[config.mk]
export PLATFORM = sky130hd
export DESIGN_NAME = supercar_scanner
export DESIGN_NICKNAME = d
export VERILOG_FILES = /design/src/rtl/supercar_scanner.sv
export SDC_FILE = /design/constraint.sdc
export NUM_CORES = 1
export LEC_CHECK = 0
export CAP_MARGIN = 30
export CORE_UTILIZATION = 35
export CTS_BUF_LIST = sky130_fd_sc_hd__clkbuf_4
export CTS_CLUSTER_SIZE = 14
export DETAILED_ROUTE_END_ITERATION = 16
export PLACE_DENSITY_LB_ADDON = 0.2
export SLEW_MARGIN = 40
export SYNTH_ARGS = -nofsm -noshare
export SYNTH_HDL_FRONTEND = slang
export SYNTH_SLANG_ARGS = --single-unit
[constraint.sdc]
create_clock -name clk_i -period 4.3 [get_ports clk_i]
set_input_delay 0.645 -clock clk_i [delete_from_list [all_inputs] [get_ports clk_i]]
set_output_delay 0.645 -clock clk_i [all_outputs]
set_load 0.1 [all_outputs]
[src/rtl/supercar_scanner.sv]
// Knight Rider light bar: one lit LED that bounces or wraps at a selectable step rate.
// Optional TRAIL_EN macro also lights the LED at the position held before the last step.
module supercar_scanner #(
  parameter int N_LEDS    = 8,
  parameter int TICK_DIV  = 1000000,
  parameter int SPEED_MAX = 3,
  localparam int PW = $clog2(N_LEDS),
  localparam int SW = (SPEED_MAX > 0) ? $clog2(SPEED_MAX + 1) : 1
) (
  input  logic              clk_i,
  input  logic              rst_i,
  input  logic              en_i,
  input  logic              speed_up_i,
  input  logic              speed_dn_i,
  input  logic              mode_tgl_i,
  output logic [N_LEDS-1:0] leds_o,
  output logic [PW-1:0]     pos_o,
  output logic              dir_o,
  output logic [SW-1:0]     speed_o,
  output logic              mode_o,
  output logic              step_o
);

  localparam int DW = (TICK_DIV > 1) ? $clog2(TICK_DIV) : 1;
  localparam logic [PW-1:0] LAST     = PW'(N_LEDS - 1);
  localparam logic [PW-1:0] PRE_LAST = PW'(N_LEDS - 2);
  localparam logic [SW-1:0] SMAX     = SW'(SPEED_MAX);
  localparam logic [DW-1:0] DMAX     = DW'(TICK_DIV - 1);

  typedef enum logic [1:0] {IDLE, LEFT, RIGHT} state_t;

  state_t          state_q;
  logic [PW-1:0]   pos_q;
  logic            dir_q;
  logic            mode_q;
  logic            step_q;
  logic [SW-1:0]   speed_q, speed_d;
  logic [SW-1:0]   tick_cnt_q;
  logic [DW-1:0]   div_cnt_q;
`ifdef TRAIL_EN
  logic [PW-1:0]   prev_pos_q;
`endif

  logic tick, step_now;

  assign tick     = (state_q != IDLE) && (div_cnt_q == DMAX);
  // Threshold uses the live speed, so a change lands on the next tick without restarting.
  assign step_now = tick && (tick_cnt_q >= (SMAX - speed_q));

  always_comb begin
    speed_d = speed_q;
    if (speed_up_i && !speed_dn_i && (speed_q != SMAX))
      speed_d = speed_q + SW'(1);
    else if (speed_dn_i && !speed_up_i && (speed_q != '0))
      speed_d = speed_q - SW'(1);
  end

  always_ff @(posedge clk_i) begin
    if (rst_i) begin
      state_q    <= IDLE;
      pos_q      <= '0;
      dir_q      <= 1'b0;
      speed_q    <= '0;
      mode_q     <= 1'b0;
      step_q     <= 1'b0;
      div_cnt_q  <= '0;
      tick_cnt_q <= '0;
`ifdef TRAIL_EN
      prev_pos_q <= '0;
`endif
    end else begin
      speed_q <= speed_d;
      mode_q  <= mode_q ^ mode_tgl_i;
      step_q  <= 1'b0;
      case (state_q)
        IDLE: begin
          pos_q      <= '0;
          dir_q      <= 1'b0;
          div_cnt_q  <= '0;
          tick_cnt_q <= '0;
`ifdef TRAIL_EN
          prev_pos_q <= '0;
`endif
          if (en_i) state_q <= LEFT;
        end
        LEFT, RIGHT: begin
          if (!en_i) begin
            // Dropping enable discards any step due this cycle.
            state_q    <= IDLE;
            pos_q      <= '0;
            dir_q      <= 1'b0;
            div_cnt_q  <= '0;
            tick_cnt_q <= '0;
`ifdef TRAIL_EN
            prev_pos_q <= '0;
`endif
          end else begin
            div_cnt_q <= tick ? '0 : div_cnt_q + DW'(1);
            if (step_now) begin
              tick_cnt_q <= '0;
              step_q     <= 1'b1;
`ifdef TRAIL_EN
              prev_pos_q <= pos_q;
`endif
              if (state_q == LEFT) begin
                if (pos_q == LAST) begin
                  if (mode_q) begin
                    pos_q <= '0;
                  end else begin
                    state_q <= RIGHT;
                    dir_q   <= 1'b1;
                    pos_q   <= PRE_LAST;
                  end
                end else begin
                  pos_q <= pos_q + PW'(1);
                end
              end else begin
                if (pos_q == '0) begin
                  if (mode_q) begin
                    pos_q <= LAST;
                  end else begin
                    state_q <= LEFT;
                    dir_q   <= 1'b0;
                    pos_q   <= PW'(1);
                  end
                end else begin
                  pos_q <= pos_q - PW'(1);
                end
              end
            end else if (tick) begin
              tick_cnt_q <= tick_cnt_q + SW'(1);
            end
          end
        end
        default: state_q <= IDLE;
      endcase
    end
  end

  always_comb begin
    leds_o = '0;
    if (state_q != IDLE) begin
      leds_o = N_LEDS'(1) << pos_q;
`ifdef TRAIL_EN
      leds_o = leds_o | (N_LEDS'(1) << prev_pos_q);
`endif
    end
  end

  assign pos_o   = pos_q;
  assign dir_o   = dir_q;
  assign speed_o = speed_q;
  assign mode_o  = mode_q;
  assign step_o  = step_q;

endmodule

# --- Word-level counts from Yosys, hierarchy flattened ---
# Cells that the tools add are included.
word_totals:
  reg_bits: 32
  in_bits: 6
  out_inout_bits: 16
  elab_cells: 87
op_classes:
  add_sub_neg: 7
  n_lt_le_gt_ge: 1
  eq_ne: 11
  shifts: 1
  muxes: 36
  n_bitwise: 3
  n_reduce_logical: 20
ops:
  columns: ["operator", "count"]
  rows:
  - ["2-to-1 mux 20 bit", 2]
  - ["case mux 20 bit (2 select lines)", 1]
  - ["2-to-1 mux 2 bit", 13]
  - ["2-to-1 mux 3 bit", 7]
  - ["adder 20 x 1 -> 20 bit, second input constant", 1]
  - ["== test 20 bit, second input constant", 1]
  - ["inequality test 4 bit, second input constant", 3]
  - ["AND reduction 5 bit", 2]
  - ["2-to-1 mux 1 bit", 8]
  - ["2-to-1 mux 8 bit", 1]
  - ["case mux 2 bit (2 select lines)", 2]
  - ["nonzero test 2 bit", 4]
  - ["<< shifter 1 x 3 -> 8 bit, first input constant", 1]
  - ["logical AND 1 bit", 6]
  - ["inequality test 3 bit, second input constant", 2]
  - ["case mux 3 bit (2 select lines)", 1]
  - ["adder 2 x 1 -> 2 bit, second input constant", 2]
  - ["inequality test 2 bit, second input constant", 2]
  - ["AND reduction 2 bit", 2]
  - ["adder 3 x 1 -> 3 bit, second input constant", 1]
  - ["== test 3 bit, second input constant", 1]
  - ["zero test 3 bit", 1]
  - ["OR reduction 3 bit", 1]
  - ["subtractor 3 x 1 -> 3 bit, second input constant", 1]
  - ["other kinds (11)", 13]

# --- Longest topological paths before layout ---
depth:
  depth_word: 6
  ltp_mapped: 8
  mapped_depth_nobuf: 7

# --- Worst setup path before layout ---
# OpenSTA, ideal clock, no wires.
synth_timing:
  path_kind: "register to output"
  start: "register pos_q[0], in the netlist pos_o[0]"
  end: "output leds_o[7]"
  arrival_ns: 2.857
  required_time_ns: 3.655
  path_slack_ns: 0.798
  path_stages_with_launch: 4
  path_buffers: 0
  cell_sequence: "dfxtp_1 ha_1 ha_1 nor2b_1"
synth_via:
  elab_chain_len: 2
synth_lines:
  columns: ["item", "line", "source"]
  rows:
  - ["from (decl)", "33", "logic [PW-1:0] pos_q;"]
  - ["from (signal assigned)", "115", "pos_q <= pos_q + PW'(1);"]
  - ["from (signal assigned)", "127", "pos_q <= pos_q - PW'(1);"]
  - ["<< shifter 1 x 3 -> 8 bit", "143", "leds_o = N_LEDS'(1) << pos_q;"]
  - ["2-to-1 mux 8 bit", "142", "if (state_q != IDLE) begin"]
  - ["to (decl)", "16", "output logic [N_LEDS-1:0] leds_o,"]
# No other way between the ends.

# --- Final worst setup path ---
layout_timing:
  start: "register state_q[0]"
  end: "register div_cnt_q[6]"
layout_via:
  elab_chain_len: 5
  elab_cells_between_ends: 10
  cone_classes: "eq/ne (2); mux (3); reduce/logical (5)"
layout_lines:
  columns: ["item", "line", "source"]
  rows:
  - ["from (decl)", "32", "state_t state_q;"]
  - ["from (signal assigned)", "60", "state_q <= IDLE;"]
  - ["from (signal assigned)", "84", "if (en_i) state_q <= LEFT;"]
  - ["from (signal assigned)", "89", "state_q <= IDLE;"]
  - ["nonzero test 2 bit", "46", "assign tick = (state_q != IDLE) && (div_cnt_q == DMAX);"]
  - ["logical AND 1 bit", "46", null]
  - ["2-to-1 mux 20 bit", "98", "div_cnt_q <= tick ? '0 : div_cnt_q + DW'(1);"]
  - ["2-to-1 mux 20 bit", "87", "if (!en_i) begin"]
  - ["case mux 20 bit (2 select lines)", "75", "case (state_q)"]
  - ["to (signal assigned)", "98", null]
  - ["to (decl)", "39", "logic [DW-1:0] div_cnt_q;"]
# Parallel ways exist; a longest one is shown, timed or not.
# A chain may end at the register's enable or synchronous reset.

==> flow_summary.ini <==
[global_routing]
grt_max_degree = 21
grt_remaining_overflow = 0
grt_usage_pct = 14.5
grt_pass1_vias = 1357
antenna_found_initial = 0
grt_pass1_wl_mm = 6.18

[cells_and_area]
final_cell_mix = 32 x dfxtp_1, 30 x nor2_1, 16 x buf_2
mostFrequentLayoutCell = dfxtp_1
fin_cells = 314
nets = 262
drive_gt1_share_pct = 11.1
seq_area_um2 = 641
multi_input_area_um2 = 1150
antenna_cells = 0
fillers = 561
syn_to_final_growth_pct = 14.0

[sta]
max_freq_ghz = 0.399
setup_slack_ns = 1.79
finalSetupViolCount = 0
slew_headroom_pct = 49.3
slew_viol_final = 0
setup_tns_ns = 0
min_period_ns = 2.51
period_share_pct = 58.3
final-hold-violation-count = 0
rsz0062_at_grt = no
fin_skew_ns = 0.0120
holdWs_ns = 0.493
worst_pin_slew_ns = 0.755

[routing]
num_vias = 1535
firstDrtPassIters = 4
drtIter0Drc = 69
route.antenna.remaining_nets = 0
via_per_inst = 4.89
wl_per_cell_um = 12.1
wl_mm = 3.81
drc = 0

[min_path]
hold-path-cell-count = 2
hp-start = tick_cnt_q[1]$_SDFFE_PP0P_
hp-class = register to register
min_to = tick_cnt_q[1]$_SDFFE_PP0P_

[yosys]
async_flop_share_pct = 0
yosysSeqAreaShare_pct = 34.1
synth_warnings = 0
ys_types = 46
synth_nets = 240
synth-edff-count = 0
synth_area_um2 = 1880
synth-main-ff-cell = dfxtp_1
ys_ff_latch = 32
syn_avg_cell_area_um2 = 8.49
synthCells = 221

[critical_path]
cp_data_required_time_ns = 4.49
crit_fanout = 20
r2r_cells = 7
end_kind = register
timing.rr.start = state_q[0]$_SDFFE_PP0P_
reg2reg_to = div_cnt_q[6]$_SDFFE_PP0N_
critPathLaunchType = register
cp.arrival_ns = 2.70
ff2ff_setup_slack_ns = 1.79
criticalPathCategory = register to register

[cts]
clock_latency_ns = 0.32
cts-resized-gates = 0
holdBufCountCts = 0
clockBufferDepth = 2
cts_htree_levels = 2
clkTransAtPathRegs_ns = 0.10
cts_tree = built
post_cts_buffers = 0
ctsRootBufferMaster = clkbuf_4
cts_buffers = 5
cts.sinks = 32

[placed_design]
dp_slack_ns = 1.83
io_buffers = 21
dpl.hpwl_mm = 2.83
gp_congestion = 0.791
placed_cells = 306

[floorplan]
chipWidth_um = 75.2
coreArea_um2 = 5140
io_pins = 22
start_util_pct = 36.5
dieArea_um2 = 5660
fp-row-count = 26
dieHeight_um = 75.2

[power_and_ir_drop]
power_density_nw_per_um2 = 294
vdd_drop_max_mv = 0.170
power_uw = 630
p_leak_uw = 0.000793

[run]
cap_viol_max_count = 0

[outcome]
status = complete, no violations
-- worst max path at each step --
stage / start / to
after global placement: state_q[0]$_SDFFE_PP0P_ / leds_o[5]
after global routing: state_q[0]$_SDFFE_PP0P_ / div_cnt_q[9]$_SDFFE_PP0N_
after detailed placement: state_q[0]$_SDFFE_PP0P_ / div_cnt_q[6]$_SDFFE_PP0N_
after CTS: state_q[0]$_SDFFE_PP0P_ / leds_o[6]
final: state_q[0]$_SDFFE_PP0P_ / div_cnt_q[6]$_SDFFE_PP0N_
after floorplan: pos_o[0]$_SDFFE_PP0P_ / leds_o[7]
-- Yosys cell counts, drive strengths merged, types with 2 or more instances --
| cell | number | share of area, % |
|---|---|---|
| dfxtp | 32 | 34 |
| nor2 | 30 | 6.0 |
| inv | 14 | 2.8 |
| ha | 13 | 8.7 |
| nand2 | 13 | 2.6 |
| xor2 | 13 | 6.1 |
| nand3 | 8 | 2.1 |
| a21oi | 7 | 1.9 |
| and2 | 7 | 2.3 |
| nand2b | 7 | 2.3 |
| xnor2 | 7 | 3.3 |
| nor2b | 6 | 2.0 |
| o21ai | 6 | 1.6 |
| nand4 | 5 | 1.7 |
| clkbuf | 4 | 0.80 |
| nor4 | 4 | 2.1 |
| o211ai | 4 | 1.6 |
| and3 | 3 | 1.0 |
| nand3b | 3 | 1.2 |
| nor3 | 3 | 1.1 |
| a211oi | 2 | 0.80 |
| a21o | 2 | 0.80 |
| a31oi | 2 | 0.67 |
| and4 | 2 | 0.93 |
| buf | 2 | 0.80 |
| mux2i | 2 | 1.1 |
| nand4b | 2 | 0.93 |
| o31ai | 2 | 0.80 |
| o32ai | 2 | 0.93 |
-- where the power goes --
part	internal [uW]	total (uW)	switching (uW)	leakage, uW
Sequential	301	308	6.17	0.000259
Clock	119	218	99.3	0.0000403
Combinational	30.4	104	74.1	0.000494
-- critical path: stages, from the launching register on --
cell      delay (ns)
dfxtp_1         0.42
inv_1           0.07
ha_1            0.26
nand2b_1        0.18
or4_4           0.57
o21bai_1        0.20
a21o_1          0.57
nor2_1          0.12
-- stage by stage --
step	util (%)	instance area, um2
2_1_floorplan	-	1880
6_report	41.6	2140
3_3_place_gp	41.7	2140
4_1_cts	41.6	2140
5_1_grt	41.6	2140
3_5_place_dp	40.2	2060
-- final cells by class --
class	instances	area share (%)
Multi-Input combinational cell	169	53.9
Sequential cell	32	29.9
Timing Repair Buffer	21	6.08
Tap cell	70	4.09
Inverter	14	2.46
Clock buffer	5	1.75
Clock inverter	3	1.75
-- sequential cells by signal (all words and copies together) (netlist names) --
register	flops
div_cnt_q	20
pos_o	3
speed_o	2
state_q	2
tick_cnt_q	2
dir_o	1
mode_o	1
step_o	1
-- routing by layer --
| metal | part of all wire [%] | track usage (%) |
|---|---|---|
| met5 | 0 | 0 |
| met4 | 0.95 | 4.32 |
| met3 | 2.8 | 3.61 |
| met2 | 45 | 23.0 |
| met1 | 52 | 19.5 |
-- kinds of logic (layout without fill, tap and decap cells) --
logic type      Yosys count  count (layout)  synth area share, %
simple gates            100             100                 29.7
fa+ha+maj                13              13                 8.67
buf+inv                  20              43                 4.40
compound gates           33              33                 12.1
xor+xnor                 20              20                 9.33
mux                       3               3                 1.67
flops                    32              32                 34.1
No activity file was read; power rests on OpenSTA's default activity.
